**src/rtl/ovl_fire_collector.sv**
```systemverilog
// ovl_fire_collector: gathers OVL checker fire vectors into saturating
// per-checker failure counters and sticky X-check/cover flags, records the
// first assertion failure (index and timestamp) with a one-cycle interrupt,
// and clears all collected state through a clear_req/clear_ack handshake.
module ovl_fire_collector #(
   parameter int num_checkers = 4,
   parameter int idx_width    = 2,
   parameter int count_width  = 8,
   parameter int ts_width     = 16
) (
   input  logic                                clock,
   input  logic                                reset,
   input  logic                                enable,
   input  logic [3*num_checkers-1:0]           fire_in,
   input  logic                                clear_req,
   output logic                                clear_ack,
   output logic [count_width*num_checkers-1:0] fail_count,
   output logic [num_checkers-1:0]             xcheck_seen,
   output logic [num_checkers-1:0]             cover_seen,
   output logic                                any_fail,
   output logic                                first_valid,
   output logic [idx_width-1:0]                first_idx,
   output logic [ts_width-1:0]                 first_time,
   output logic                                irq
);

   typedef enum logic [1:0] {
      IDLE,
      CAPTURED,
      CLEAR,
      WAIT_REQ_LOW
   } state_t;

   state_t                 state_q;
   logic [ts_width-1:0]    ts_q;
   logic [count_width-1:0] count_q [num_checkers];
   logic [num_checkers-1:0] xcheck_q;
   logic [num_checkers-1:0] cover_q;
   logic                   any_fail_q;
   logic                   first_valid_q;
   logic [idx_width-1:0]   first_idx_q;
   logic [ts_width-1:0]    first_time_q;
   logic                   irq_q;
   logic                   clear_ack_q;

   logic [num_checkers-1:0] fail_vec;
   logic [num_checkers-1:0] xcheck_vec;
   logic [num_checkers-1:0] cover_vec;
   logic [idx_width-1:0]    lowest_idx;
   logic                    any_bit0;
   logic                    clear_accept;
   logic                    sample_en;
   logic                    capture;

   // Split the fire vector per event type and find the lowest failing checker.
   always_comb begin
      // NOTE: every always_comb output gets a default first so no path can infer a latch.
      fail_vec   = '0;
      xcheck_vec = '0;
      cover_vec  = '0;
      lowest_idx = '0;
      // Walking downwards lets the lowest set index be the last one written.
      for (int i = num_checkers - 1; i >= 0; i--) begin
         fail_vec[i]   = fire_in[3*i];
         xcheck_vec[i] = fire_in[3*i+1];
         cover_vec[i]  = fire_in[3*i+2];
         if (fire_in[3*i]) begin
            lowest_idx = idx_width'(i);
         end
      end
   end

   // A clear is only accepted from IDLE/CAPTURED, and it beats a same-cycle capture.
   assign any_bit0     = |fail_vec;
   assign clear_accept = clear_req && ((state_q == IDLE) || (state_q == CAPTURED));
   assign sample_en    = enable && (state_q != CLEAR) && !clear_accept;
   assign capture      = sample_en && any_bit0 && !first_valid_q;

   // Collector state, timestamp, handshake FSM and registered outputs.
   always_ff @(posedge clock) begin
      // NOTE: sequential state uses non-blocking assignments so every register samples pre-edge values.
      if (reset) begin
         state_q       <= IDLE;
         ts_q          <= '0;
         // NOTE: the counter array is reset explicitly because its contents are visible outputs.
         for (int i = 0; i < num_checkers; i++) begin
            count_q[i] <= '0;
         end
         xcheck_q      <= '0;
         cover_q       <= '0;
         any_fail_q    <= 1'b0;
         first_valid_q <= 1'b0;
         first_idx_q   <= '0;
         first_time_q  <= '0;
         irq_q         <= 1'b0;
         clear_ack_q   <= 1'b0;
      end else begin
         irq_q       <= 1'b0;
         clear_ack_q <= 1'b0;
         // The timestamp keeps running through a clear; only reset zeroes it.
         if (enable) begin
            ts_q <= ts_q + ts_width'(1);
         end

         if (clear_accept) begin
            for (int i = 0; i < num_checkers; i++) begin
               count_q[i] <= '0;
            end
            xcheck_q      <= '0;
            cover_q       <= '0;
            any_fail_q    <= 1'b0;
            first_valid_q <= 1'b0;
            first_idx_q   <= '0;
            first_time_q  <= '0;
            clear_ack_q   <= 1'b1;
            state_q       <= CLEAR;
         end else begin
            if (sample_en) begin
               for (int i = 0; i < num_checkers; i++) begin
                  if (fail_vec[i] && (count_q[i] != {count_width{1'b1}})) begin
                     count_q[i] <= count_q[i] + count_width'(1);
                  end
               end
               xcheck_q <= xcheck_q | xcheck_vec;
               cover_q  <= cover_q | cover_vec;
               if (any_bit0) begin
                  any_fail_q <= 1'b1;
               end
            end

            if (capture) begin
               first_valid_q <= 1'b1;
               first_idx_q   <= lowest_idx;
               first_time_q  <= ts_q;
               irq_q         <= 1'b1;
            end

            case (state_q)
               IDLE: begin
                  if (capture) begin
                     state_q <= CAPTURED;
                  end
               end
               CAPTURED: begin
                  state_q <= CAPTURED;
               end
               CLEAR: begin
                  state_q <= WAIT_REQ_LOW;
               end
               WAIT_REQ_LOW: begin
                  // Stay here until the request drops so a held request clears once.
                  if (!clear_req) begin
                     state_q <= (first_valid_q || capture) ? CAPTURED : IDLE;
                  end
               end
               default: begin
                  state_q <= IDLE;
               end
            endcase
         end
      end
   end

   // Pack the per-checker counters onto the flat output bus.
   always_comb begin
      fail_count = '0;
      for (int i = 0; i < num_checkers; i++) begin
         fail_count[i*count_width +: count_width] = count_q[i];
      end
   end

   assign xcheck_seen = xcheck_q;
   assign cover_seen  = cover_q;
   assign any_fail    = any_fail_q;
   assign first_valid = first_valid_q;
   assign first_idx   = first_idx_q;
   assign first_time  = first_time_q;
   assign irq         = irq_q;
   assign clear_ack   = clear_ack_q;

endmodule

```
**config.mk**
```make
export PLATFORM = sky130hd
export DESIGN_NAME = ovl_fire_collector
export DESIGN_NICKNAME = d
export VERILOG_FILES = /design/src/rtl/ovl_fire_collector.sv
export SDC_FILE = /design/constraint.sdc
export NUM_CORES = 1
export LEC_CHECK = 0
export ABC_AREA = 1
export ABC_CLOCK_PERIOD_IN_PS = 1900
export CAP_MARGIN = 5
export CORE_MARGIN = 3
export CORE_UTILIZATION = 51
export CTS_CLUSTER_DIAMETER = 150
export DETAILED_ROUTE_END_ITERATION = 16
export GPL_TIMING_DRIVEN = 0
export PLACE_DENSITY = 0.8
export REMOVE_ABC_BUFFERS = 1
export SYNTH_ARGS = -nofsm -noshare
export SYNTH_HDL_FRONTEND = slang
export SYNTH_SLANG_ARGS = --single-unit
```
**constraint.sdc**
```tcl
create_clock -name clock -period 1.9 [get_ports clock]
set_input_delay 0.285 -clock clock [delete_from_list [all_inputs] [get_ports clock]]
set_output_delay 0.285 -clock clock [all_outputs]
set_load 0.02 [all_outputs]
```
# After elaboration in Yosys (flattened, before gate mapping)
# Memory sizes are Yosys's and may differ from the RTL's.
# Index checks and enable logic that the tools add are counted.
# classes
add_sub_neg,5
eq_ne,12
mux,43
bitwise_logic,10
n_reduce_logical,19
# op_table
operator,n
8-bit 2-to-1 mux,8
"8-bit by 1-bit adder with 8-bit output, second input constant",4
"8-bit inequality test, second input constant",4
1-bit 2-to-1 mux,27
"16-bit by 1-bit adder with 16-bit output, second input constant",1
2-bit 2-to-1 mux,7
1-bit logical AND,9
1-bit bitwise OR,8
4-bit bitwise OR,2
2-bit one-hot mux with 4 select lines,1
"2-bit inequality test, second input constant",3
"3-bit inequality test, second input constant",2
2-bit AND reduction,3
"2-bit equality test, second input constant",2
4-bit OR reduction,1
"2-bit by 1-bit equality test with 1-bit output, second input constant",1
1-bit logical NOT,2
2-bit logical NOT,1
1-bit logical OR,2
2-bit OR reduction,1
# totals
register_bits,48
ramBits,32
elab_cells,101
mem_count,1
# memory_table
memory,words,word_bits,read_ports,rd_ports_with_merged_regs,write_ports,line,source
count_q,4,8,4,0,4,36,logic [count_width-1:0] count_q [num_checkers];

# Depth between registers and ports, before layout
# logic_depth
depth_word,12
ltp_mapped,10
mapped_depth_nobuf,10

# Worst setup path before layout
# OpenSTA, ideal clock, no wires.
# synth_path
kind,register to register
start,memory count_q[0][0]
end,memory count_q[0][0] (enable)
arrival_time_ns,1.556
path_slack_ns,0.038
path_stages_with_launch,7
n_path_buf,0
path_cell_list,edfxtp_1 -> ha_1 -> nand2_1 -> nor2_1 -> nand2_1 -> o211ai_2 -> nand2_1
# synth_rtl
item,line
start: declaration,36

# Worst setup path after layout
# layout_path
start,register first_valid_q (netlist: first_valid)
end,output first_valid
# layout_rtl
item,line,source
start: declaration,40,logic first_valid_q;
start signal: assignment,92,first_valid_q <= 1'b0;
start signal: assignment,112,first_valid_q <= 1'b0;
start signal: assignment,132,first_valid_q <= 1'b1;
end: declaration,21,"output logic first_valid,"
# No word-level cell between the ends.

==> results.json <==
{
  "htree_levels": 3,
  "drt-initial-drc-count": 138,
  "worstPathRequired_ns": 1.62,
  "die_area_um2": 8140,
  "die_h_um": 90.2,
  "path_max_fanout": 4,
  "antenna_found_initial": 0,
  "slew_violations": 0,
  "hold_class": "reg2reg",
  "cp_top_family": "buffers and inverters",
  "cts_tree": "built",
  "crit_path_start_kind": "register",
  "ys_ff_latch": 80,
  "period_share_pct": 96.8,
  "yosysWarnings": 0,
  "drt_wl_total_um": 8330,
  "synth_top_area_share_pct": 31.0,
  "clk_path_buf_depth": 2,
  "fmax_mhz": 544,
  "clk_pin_slew_ns": 0.09,
  "powerDensity_nw_per_um2": 790,
  "start_util_pct": 53.0,
  "cp.arrival_ns": 1.55,
  "min_period_ns": 1.84,
  "synthCells": 431,
  "cts.sinks": 80,
  "peakVddDrop_mv": 0.513,
  "min-delay-start": "xcheck_seen[1]",
  "io_pins": 78,
  "drtPass1Iterations": 4,
  "rows": 30,
  "cp_slowest_cell": "clkdlybuf4s50_1",
  "worst_slack_ns": 0.0616,
  "synth_area_leaders": "dfxtp_1, edfxtp_1, nand2_1",
  "drv_cap": 0,
  "critPathLaunch": "first_valid",
  "grt.overflow.total": 0,
  "clock_skew_ns": 0.0120,
  "synth_area_leader_cell": "dfxtp_1",
  "fin_util_pct": 70.3,
  "viasPerCell": 5.09,
  "critical_path.cell_chain": "clkdlybuf4s50_1",
  "ctsRootBufferMaster": "clkbuf_8",
  "antennaDiodeCount": 0,
  "hold_viol": 0,
  "drive_above_1_share_pct": 11.4,
  "seq_area_frac_synth_pct": 50.9,
  "grt_pass1_wl_um": 14100,
  "route.detailed.drc": 0,
  "n_fill_cell": 539,
  "portBuffers": 77,
  "dp.final_hpwl_um": 5690,
  "tightestPinTransition_ns": 0.803,
  "finalPower_mw": 3.80,
  "crit_buf_inv": 1,
  "placed_area_um2": 4460,
  "setup_violations": 0,
  "core-area_um2": 6830,
  "vias": 3172,
  "seq_area_um2": 1840,
  "syn_area_per_cell_um2": 8.40,
  "area_delta_synth_final_pct": 32.7,
  "synth.distinct_cells": 37,
  "p_leak_nw": 1.83,
  "critPathMaxStageDelay_ns": 0.70,
  "synth_edf_count": 24,
  "r2r_start": "count_q[3][0]",
  "multi_input_area_um2": 1540,
  "die_width_um": 90.2,
  "cts_buffers": 9,
  "endpoint_kind": "output port",
  "pre_cts_slack_ns": -0.985,
  "ant_nets": 0,
  "hold_buffers": 0,
  "tns_ns": 0,
  "synth_top_flop_cell": "dfxtp_1",
  "finalNetCount": 543,
  "fin_area_um2": 4800,
  "grt_max_degree": 29,
  "status": "finished clean",
  "synthArstFlopShare_pct": 0,
  "max_slew_margin_pct": 46.4,
  "synth_area_um2": 3620,
  "routedWlPerCell_um": 13.4,
  "grt_pass1_vias": 3130,
  "grtUsageTotal_pct": 21.3,
  "place_congestion": 0.827,
  "path_class": "reg2out",
  "insertion_delay_ns": 0.35
}
-- power breakdown --
part	total, mW	internal (mW)	switching [mW]
clock network	1.35	0.759	0.591
logic	0.538	0.228	0.309
registers	1.91	1.84	0.0684
-- cells in the mapped netlist, types with 2 or more instances --
cell type	count
a21oi_1	36
a21oi_2	10
a31oi_1	2
and3_1	2
buf_2	3
buf_6	2
clkbuf_1	2
dfxtp_1	56
edfxtp_1	24
ha_1	5
inv_1	61
inv_2	2
nand2_1	67
nand2_4	3
nand3_1	22
nand3_2	3
nand4_1	7
nor2_1	53
nor2_4	2
nor3_1	14
nor3b_1	6
o21ai_0	14
o21ai_1	12
o21ai_2	4
xnor2_1	3
xor2_1	5
-- placed cells by master (no fill, tap or decap), types with 7 or more instances in the layout --
master and count:
a21oi_1 36, a21oi_2 10, buf_4 9, clkbuf_8 11
clkdlybuf4s50_1 76, dfxtp_1 56, edfxtp_1 24, inv_1 61
nand2_1 64, nand3_1 22, nand4_1 7, nor2_1 52
nor3_1 14, o21ai_0 14, o21ai_1 12
-- sequential cells by signal, indices dropped and copies added (netlist names), 2 cells and up --
name and count:
first_idx 2, xcheck_seen 4, state_q 2, cover_seen 4, ts_q 16, first_time 16
count_q 32
-- timing repair --
action / CTS / global route
cloned: 1 / 1
gates resized for setup: 4 / 7
setup endpoints to repair: 60 / 52
pin swaps: 2 / 5
buffers inserted: 0 / 9
-- area by class of cell --
type | instances | share of cell area (%)
clock buffer | 14 | 3.83
clock inverter | 2 | 0.730
inverter | 64 | 5.08
multi-input combinational | 281 | 32.0
sequential | 80 | 38.4
tap | 96 | 2.50
timing repair buffer | 86 | 17.5
-- kinds of logic (layout without fill, tap and decap cells) --
| logic type | count (synthesis) | after routing | synth area share, % |
|---|---|---|---|
| AOI/OAI and AO/OA | 80 | 80 | 12.9 |
| xor gates and xnor gates | 8 | 8 | 1.94 |
| adders and majority gates | 5 | 5 | 1.73 |
| buffers and inverters | 72 | 166 | 8.09 |
| DFF | 80 | 80 | 50.9 |
| and+or+nand+nor | 186 | 188 | 24.5 |
-- metal layers --
metal,up-vias,wire (µm),track usage (%)
li1,1599,-,-
met1,1475,3490,24.7
met2,85,4230,37.6
met3,13,488,5.19
met4,0,124,8.93
met5,-,0,0
-- metrics by stage --
step / cells / hold WS (ns)
finish: 623 / 0.459
global route: 623 / 0.478
CTS: 613 / 0.460
detailed placement: 596 / 0.448
global placement: 596 / 0.437
floorplan: 423 / 0.357
-- path summary, 6_finish.rpt --
path                    end  slack (ns)  cells after the start
max reg2reg   count_q[3][4]        0.17                      6
min reg2reg  xcheck_seen[1]        0.46                      2
max             first_valid        0.06                      1
min          xcheck_seen[1]        0.46                      2
(Power assumes the default switching activity.)
